[config.mk]
export PLATFORM = sky130hd
export DESIGN_NAME = instr_fetch_unit_flat
export DESIGN_NICKNAME = d
export VERILOG_FILES = /design/src/rtl/instr_fetch_unit_if.sv /design/src/rtl/instr_fetch_unit.sv /design/src/flat_wrapper.sv
export SDC_FILE = /design/constraint.sdc
export NUM_CORES = 1
export LEC_CHECK = 0
export CAP_MARGIN = 15
export CORE_MARGIN = 2
export CORE_UTILIZATION = 55
export DETAILED_ROUTE_END_ITERATION = 12
export PLACE_DENSITY = 0.81
export SLEW_MARGIN = 20
export SYNTH_ARGS = -nofsm -noshare
export SYNTH_HDL_FRONTEND = slang
export SYNTH_SLANG_ARGS = --single-unit
[constraint.sdc]
create_clock -name clk_in -period 3.3 [get_ports clk_in]
set_clock_uncertainty 0.05 [all_clocks]
set_input_delay 0.33 -clock clk_in [delete_from_list [all_inputs] [get_ports clk_in]]
set_output_delay 0.33 -clock clk_in [all_outputs]
set_load 0.01 [all_outputs]
[src/rtl/instr_fetch_unit_if.sv]
// ---------------------------------------------------------------------------
// instr_fetch_unit_if
//
// Purpose: bundles the program-memory read bus, the redirect strobe and the
// decode-side valid/ready handshake of the instruction fetch unit.
//
// Signals:
//   pm_addr, pm_read_request     fetch unit -> memory   read request
//   pm_req_ready                 memory -> fetch unit   request accepted
//   pm_read_valid, pm_read_data  memory -> fetch unit   in-order read return
//   redirect_valid, redirect_pc  core -> fetch unit     branch/jump redirect
//   instr_valid, instr_data,
//   instr_pc                     fetch unit -> decode   head instruction
//   instr_ready                  decode -> fetch unit   head consumed
//
// Modports: master = fetch unit side, slave = memory/core/decode side.
// ---------------------------------------------------------------------------
interface instr_fetch_unit_if #(
    parameter int ADDR_WIDTH  = 16,
    parameter int INSTR_WIDTH = 16
);
    logic [ADDR_WIDTH-1:0]  pm_addr;
    logic                   pm_read_request;
    logic                   pm_req_ready;
    logic                   pm_read_valid;
    logic [INSTR_WIDTH-1:0] pm_read_data;
    logic                   redirect_valid;
    logic [ADDR_WIDTH-1:0]  redirect_pc;
    logic                   instr_valid;
    logic                   instr_ready;
    logic [INSTR_WIDTH-1:0] instr_data;
    logic [ADDR_WIDTH-1:0]  instr_pc;

    modport master (
        output pm_addr, pm_read_request,
        input  pm_req_ready, pm_read_valid, pm_read_data,
        input  redirect_valid, redirect_pc,
        output instr_valid, instr_data, instr_pc,
        input  instr_ready
    );

    modport slave (
        input  pm_addr, pm_read_request,
        output pm_req_ready, pm_read_valid, pm_read_data,
        output redirect_valid, redirect_pc,
        input  instr_valid, instr_data, instr_pc,
        output instr_ready
    );
endinterface

[src/rtl/instr_fetch_unit.sv]
// ---------------------------------------------------------------------------
// instr_fetch_unit
//
// Purpose: CPU front end. Issues program-memory reads from an internal PC,
// tracks in-flight reads with a credit scheme so the prefetch FIFO can never
// overflow, buffers returned instructions in order and hands them to decode
// over valid/ready. A redirect flushes the FIFO, retargets the PC and marks
// every read still in flight as stale so its response is dropped.
//
// Ports:
//   clk_in        system clock
//   rst_in        asynchronous active-low reset
//   bus           instr_fetch_unit_if.master (memory, redirect, decode)
//   stall_cycles  cycles with no instruction available to decode
//
// Optional feature: define FETCH_STALL_COUNTER_EN to build the saturating
// 32-bit decode-starvation counter; otherwise stall_cycles is tied to 0.
// ---------------------------------------------------------------------------
module instr_fetch_unit #(
    parameter int                    ADDR_WIDTH      = 16,
    parameter int                    INSTR_WIDTH     = 16,
    parameter int                    FIFO_DEPTH      = 4,
    parameter int                    MAX_OUTSTANDING = 2,
    parameter logic [ADDR_WIDTH-1:0] RESET_PC        = '0
) (
    input  logic                 clk_in,
    input  logic                 rst_in,
    instr_fetch_unit_if.master   bus,
    output logic [31:0]          stall_cycles
);

    localparam int CNT_W = $clog2(FIFO_DEPTH + 1);
    localparam int OUT_W = $clog2(MAX_OUTSTANDING + 1);
    localparam int PTR_W = $clog2(FIFO_DEPTH);

    localparam logic [CNT_W-1:0] DEPTH_C  = CNT_W'(FIFO_DEPTH);
    localparam logic [CNT_W:0]   DEPTH_W  = (CNT_W + 1)'(FIFO_DEPTH);
    localparam logic [OUT_W-1:0] MAXOUT_C = OUT_W'(MAX_OUTSTANDING);

    logic [ADDR_WIDTH-1:0] fetch_pc_q, fetch_pc_d;
    // Address of the oldest in-flight read that will not be discarded. Reads
    // issued since the last redirect are consecutive, so the head of the
    // PC-tag queue is fully described by this one register.
    logic [ADDR_WIDTH-1:0] tag_pc_q, tag_pc_d;
    logic [OUT_W-1:0]      outstanding_q, outstanding_d;
    logic [OUT_W-1:0]      discard_q, discard_d;
    logic [CNT_W-1:0]      count_q, count_d;
    logic [PTR_W-1:0]      wr_ptr_q, wr_ptr_d;
    logic [PTR_W-1:0]      rd_ptr_q, rd_ptr_d;

    logic [INSTR_WIDTH-1:0] entry_data [FIFO_DEPTH];
    logic [ADDR_WIDTH-1:0]  entry_pc   [FIFO_DEPTH];

    logic [CNT_W:0] in_use;
    logic           issue_ok;
    logic           accept;
    logic           resp_stale;
    logic           resp_live;
    logic           fifo_full;
    logic           push;
    logic           pop;
    logic           resp_dec;

    // FIFO slots plus reads in flight; every in-flight read owns a slot.
    assign in_use     = {1'b0, count_q} + (CNT_W + 1)'(outstanding_q);
    assign issue_ok   = rst_in && !bus.redirect_valid &&
                        (outstanding_q < MAXOUT_C) && (in_use < DEPTH_W);
    assign accept     = issue_ok && bus.pm_req_ready;
    assign resp_stale = (discard_q != '0);
    assign resp_live  = bus.pm_read_valid && !resp_stale;
    assign fifo_full  = (count_q == DEPTH_C);
    assign push       = resp_live && !bus.redirect_valid && !fifo_full;
    assign pop        = (count_q != '0) && bus.instr_ready;
    assign resp_dec   = bus.pm_read_valid && (outstanding_q != '0);

    always_comb begin
        fetch_pc_d    = fetch_pc_q;
        tag_pc_d      = tag_pc_q;
        discard_d     = discard_q;
        count_d       = count_q;
        wr_ptr_d      = wr_ptr_q;
        rd_ptr_d      = rd_ptr_q;
        outstanding_d = outstanding_q + OUT_W'(accept) - OUT_W'(resp_dec);

        if (bus.redirect_valid) begin
            // Everything still in flight after this cycle belongs to the old
            // path; a response arriving this cycle is dropped either way.
            fetch_pc_d = bus.redirect_pc;
            tag_pc_d   = bus.redirect_pc;
            discard_d  = outstanding_d;
            count_d    = '0;
            wr_ptr_d   = '0;
            rd_ptr_d   = '0;
        end else begin
            if (accept) begin
                fetch_pc_d = fetch_pc_q + ADDR_WIDTH'(1);
            end
            if (resp_live) begin
                tag_pc_d = tag_pc_q + ADDR_WIDTH'(1);
            end
            if (bus.pm_read_valid && resp_stale) begin
                discard_d = discard_q - OUT_W'(1);
            end
            if (push) begin
                wr_ptr_d = wr_ptr_q + PTR_W'(1);
            end
            if (pop) begin
                rd_ptr_d = rd_ptr_q + PTR_W'(1);
            end
            count_d = count_q + CNT_W'(push) - CNT_W'(pop);
        end
    end

    always_ff @(posedge clk_in or negedge rst_in) begin
        if (!rst_in) begin
            fetch_pc_q    <= RESET_PC;
            tag_pc_q      <= RESET_PC;
            outstanding_q <= '0;
            discard_q     <= '0;
            count_q       <= '0;
            wr_ptr_q      <= '0;
            rd_ptr_q      <= '0;
        end else begin
            fetch_pc_q    <= fetch_pc_d;
            tag_pc_q      <= tag_pc_d;
            outstanding_q <= outstanding_d;
            discard_q     <= discard_d;
            count_q       <= count_d;
            wr_ptr_q      <= wr_ptr_d;
            rd_ptr_q      <= rd_ptr_d;
        end
    end

    // Prefetch FIFO storage. Entries reset to zero so the head reads 0/0
    // straight out of reset.
    genvar gi;
    generate
        for (gi = 0; gi < FIFO_DEPTH; gi++) begin : g_entry
            logic [INSTR_WIDTH-1:0] data_q;
            logic [ADDR_WIDTH-1:0]  pc_q;

            always_ff @(posedge clk_in or negedge rst_in) begin
                if (!rst_in) begin
                    data_q <= '0;
                    pc_q   <= '0;
                end else if (push && (wr_ptr_q == PTR_W'(gi))) begin
                    data_q <= bus.pm_read_data;
                    pc_q   <= tag_pc_q;
                end
            end

            assign entry_data[gi] = data_q;
            assign entry_pc[gi]   = pc_q;
        end
    endgenerate

    assign bus.pm_read_request = issue_ok;
    assign bus.pm_addr         = fetch_pc_q;
    assign bus.instr_valid     = (count_q != '0);
    assign bus.instr_data      = entry_data[rd_ptr_q];
    assign bus.instr_pc        = entry_pc[rd_ptr_q];

    // The credit scheme reserves a slot for every live read, so a live
    // response into a full FIFO means the memory broke the protocol.
    assert property (@(posedge clk_in) disable iff (!rst_in)
        !(resp_live && !bus.redirect_valid && fifo_full));

`ifdef FETCH_STALL_COUNTER_EN
    logic [31:0] stall_q, stall_d;

    always_comb begin
        stall_d = stall_q;
        if ((count_q == '0) && (stall_q != 32'hFFFF_FFFF)) begin
            stall_d = stall_q + 32'd1;
        end
    end

    always_ff @(posedge clk_in or negedge rst_in) begin
        if (!rst_in) begin
            stall_q <= '0;
        end else begin
            stall_q <= stall_d;
        end
    end

    assign stall_cycles = stall_q;
`else
    assign stall_cycles = '0;
`endif

endmodule

[src/flat_wrapper.sv]
// flat-port wrapper written by rule: the top's interface ports become plain ports
module instr_fetch_unit_flat 
#(
    parameter int                    ADDR_WIDTH      = 16,
    parameter int                    INSTR_WIDTH     = 16,
    parameter int                    FIFO_DEPTH      = 4,
    parameter int                    MAX_OUTSTANDING = 2,
    parameter logic [ADDR_WIDTH-1:0] RESET_PC        = '0
)
  (clk_in, rst_in, stall_cycles, bus_pm_addr, bus_pm_read_request, bus_pm_req_ready, bus_pm_read_valid, bus_pm_read_data, bus_redirect_valid, bus_redirect_pc, bus_instr_valid, bus_instr_data, bus_instr_pc, bus_instr_ready);
  instr_fetch_unit_if #(.ADDR_WIDTH(ADDR_WIDTH), .INSTR_WIDTH(INSTR_WIDTH)) bus_i ();
  input  logic clk_in;
  input  logic rst_in;
  output logic [31:0] stall_cycles;
  output wire logic [$bits(bus_i.pm_addr)-1:0] bus_pm_addr;
  output wire logic [$bits(bus_i.pm_read_request)-1:0] bus_pm_read_request;
  input wire logic [$bits(bus_i.pm_req_ready)-1:0] bus_pm_req_ready;
  input wire logic [$bits(bus_i.pm_read_valid)-1:0] bus_pm_read_valid;
  input wire logic [$bits(bus_i.pm_read_data)-1:0] bus_pm_read_data;
  input wire logic [$bits(bus_i.redirect_valid)-1:0] bus_redirect_valid;
  input wire logic [$bits(bus_i.redirect_pc)-1:0] bus_redirect_pc;
  output wire logic [$bits(bus_i.instr_valid)-1:0] bus_instr_valid;
  output wire logic [$bits(bus_i.instr_data)-1:0] bus_instr_data;
  output wire logic [$bits(bus_i.instr_pc)-1:0] bus_instr_pc;
  input wire logic [$bits(bus_i.instr_ready)-1:0] bus_instr_ready;
  assign bus_pm_addr = bus_i.pm_addr;
  assign bus_pm_read_request = bus_i.pm_read_request;
  assign bus_i.pm_req_ready = bus_pm_req_ready;
  assign bus_i.pm_read_valid = bus_pm_read_valid;
  assign bus_i.pm_read_data = bus_pm_read_data;
  assign bus_i.redirect_valid = bus_redirect_valid;
  assign bus_i.redirect_pc = bus_redirect_pc;
  assign bus_instr_valid = bus_i.instr_valid;
  assign bus_instr_data = bus_i.instr_data;
  assign bus_instr_pc = bus_i.instr_pc;
  assign bus_i.instr_ready = bus_instr_ready;
  instr_fetch_unit #(.ADDR_WIDTH(ADDR_WIDTH), .INSTR_WIDTH(INSTR_WIDTH), .FIFO_DEPTH(FIFO_DEPTH), .MAX_OUTSTANDING(MAX_OUTSTANDING), .RESET_PC(RESET_PC)) u_core (.clk_in(clk_in), .rst_in(rst_in), .bus(bus_i), .stall_cycles(stall_cycles));
endmodule
==> flow_summary.toml <==
[global_route]
grt_use_total_pct = 22.45
antenna_found_initial = 0
grt_pass1_vias = 5672
overflow = 0
grt_max_degree = 172
grt_pass1_wl_um = 28260

[timing]
finalCritPeriodShare_pct = 87.75
relSlewSlack_pct = 38.87
finalHoldViolCount = 0
setup_viol = 0
whs_ns = 0.01366
max_freq_mhz = 345.4
tns_ns = 0
drv_slew = 0
finalCriticalPeriod_ns = 2.896
grt_setup_unrepaired = "false"
tightest_slew_ns = 0.9170

[cells_and_area]
n_fill_cell = 1072
nets = 756
antennaDiodeCount = 0
multi_input_area_mm2 = 0.003662
final_area_mm2 = 0.009831
area_growth_pct = 18.65
fin_cells = 902
seq_area_mm2 = 0.004280
finish.utilization_pct = 67.13
drive_above_1_share_pct = 30.50

[clocking]
cts-hold-fix-buffers = 0
cts_setup_buffers = 0
cts-htree-levels = 4
clkTransAtPathRegs_ns = 0.06
clockBufferDepth = 2
clkSinkCount = 171
cts_resized = 0
cts_tree = "built"
cts_buffers = 17
clock_latency_ns = 0.43
cts_root_buf = "clkbuf_16"

[logic_synthesis]
syn_avg_cell_area_um2 = 13.28
synth.largest_area_cell = "dfrtp_1"
synth_edf_count = 0
synth_most_common_cell = "dfrtp_1"
ys_types = 53
yosysWarnings = 0
ys_seq_elements = 171
synth_area_leaders = "dfrtp_1 52%, mux2_2 17%, mux4_2 8.7%, buf_4 2.9%, ha_1 1.8%"
synth_seq_area_share_pct = 51.65
postSynth.asyncResetShare_pct = 100.0
synth_ff_type = "dfrtp_1"
synth_common_cells = "171 x dfrtp_1, 128 x mux2_2, 37 x nand2_1, 32 x buf_4, 32 x mux4_2"
synthCells = 624
synth_top_area_share_pct = 51.65
synth_area_mm2 = 0.008285

[setup_path]
crit_slowest_cell = "or4_4"
critical-path-top-delay-family = "simple AND/OR/NAND/NOR gates"
critPathKind = "reg -> reg"
arrival_ns = 3.19
max_stage_delay_ns = 0.64
crit_buf_inv = 1
crit_cells = 9
required_ns = 3.60
endpoint = "u_core.discard_q[1]"
cp-end-kind = "flop"
reg2reg_depth = 9
reg2reg_from = "u_core.count_q[1]"
r2r_setup_slack_ns = 0.40
cp-start-kind = "flop"
cp_max_fo = 22
rr_endpoint = "u_core.discard_q[1]"
cp-startpoint = "u_core.count_q[1]"
path_cells = "ha_1 > or4b_4 > or4_4 > inv_2 > ha_1 > xnor2_1 > xnor2_1 > nand2_1 > o21ai_0"

[place]
dp_hpwl_um = 11120
dp.cells = 870
post_dp_cell_area_mm2 = 0.009241
gp_congestion = 0.9025
numPortBuffers = 87

[pwr]
switchingPower_mw = 2.254
vdd_drop_max_v = 0.0004157
combPwrFrac_pct = 34.1
leakage_nw = 4.430
netSwitchingFraction_pct = 29.04
pwr-share-clk_pct = 25.4
power.density_mw_per_mm2 = 789.5
p_int_mw = 5.508
seq_power_share_pct = 40.5

[run_status]
status = "finished clean"

[floorplanning]
initial_core_util_pct = 56.58
dieWidth_um = 126.7
die_h_um = 126.7
std_cell_rows = 44
placeableCoreArea_mm2 = 0.01464
die-area_mm2 = 0.01606
pin_count = 120

[route]
via_count = 5370
dr.pass1.iters = 5
routed_wirelength_um = 17220
drc = 0
viasPerCell = 5.953
drt_iter0_drc = 469
ant_nets = 0
post_drt_wl_per_cell_um = 19.09

[min_path]
hp-class = "in -> async"

[run]
maxCapViolCount = 0
## per-stage QoR
step                total power, mW  setup WS [ns]
finish                        7.762         0.4044
global route                  8.162         0.2210
CTS                           7.821         0.4109
detailed placement            5.831         0.2540
global placement              5.680         0.3267
floorplan                     4.704         0.7951
## kinds of logic (layout without fill, tap and decap cells)
kind of cell,after synthesis,in the layout,share of synthesized area [%]
and+or+nand+nor,115,115,7.097
adders and majority gates,13,13,2.054
AOI/OAI and AO/OA,62,62,5.573
DFF,171,171,51.65
buffers and inverters,84,147,5.557
xor gates and xnor gates,16,16,1.691
muxes,162,162,26.34
other,1,32,0.04526
## power groups by stage
stage,Clock [mW],Sequential (mW),Combinational [mW]
finish,1.97,3.14,2.65
global route,2.09,3.22,2.85
CTS,2.00,3.13,2.69
global placement,0,3.10,2.58
detailed placement,0,3.17,2.66
floorplan,0,2.99,1.71
## cell type report
| cell class | count | share of cell area, % |
|---|---|---|
| sequential | 171 | 43.54 |
| multi-input combinational | 400 | 37.25 |
| timing repair buffer | 98 | 10.22 |
| clock buffer | 21 | 4.786 |
| tap | 184 | 2.342 |
| clock inverter | 11 | 1.209 |
| inverter | 17 | 0.6491 |
## layer usage
metal | GRT usage [%] | share of wire (%)
met1 | 29.98 | 43
met4 | 7.628 | 1.2
met3 | 5.399 | 6.2
met2 | 36.60 | 49
met5 | 0 | 0
## layout by cell type (no fill, tap or decap), types with 4 or more instances in the layout
master           count
clkbuf_16           17
or3_1                5
clkdlybuf4s50_1     86
o21ai_0             20
a31oi_1              5
nand4_1              9
o31ai_1              5
and3_1               5
dfrtp_1            170
buf_4                7
xnor2_1             12
or4_1                7
mux2_2             128
ha_1                12
nand3_1              9
nor3_1              14
nand2_1             37
a21bo_2              4
a221o_1              7
xor2_1               4
conb_1              32
clkinv_2             5
inv_1               15
buf_12               4
mux4_2              32
nor2_1              15
## worst min-delay path by stage
stage / start / to / slack (ns) / depth (start not counted)
4_1_cts: rst_in / u_core.g_entry[3].pc_q[2] / 0.10 / 2
5_1_grt: rst_in / u_core.g_entry[3].pc_q[2] / 0.1 / 2
2_1_floorplan: rst_in / u_core.bus.pm_addr[0] / -0.02 / 0
6_report: rst_in / u_core.g_entry[2].pc_q[1] / 0.01 / 2
3_3_place_gp: u_core.g_entry[2].data_q[9] / u_core.g_entry[2].data_q[9] / 0.43 / 1
3_5_place_dp: u_core.g_entry[2].data_q[14] / u_core.g_entry[2].data_q[14] / 0.44 / 1
## sequential cells by signal, indices dropped and copies added (netlist names)
register / count
u_core.g_entry.pc_q: 64
u_core.discard_q: 2
u_core.g_entry.data_q: 64
u_core.wr_ptr_q: 2
u_core.count_q: 3
u_core.tag_pc_q: 16
u_core.rd_ptr_q: 2
u_core.outstanding_q: 2
u_core.bus.pm_addr: 16
Power figures use the tool's default switching activity.
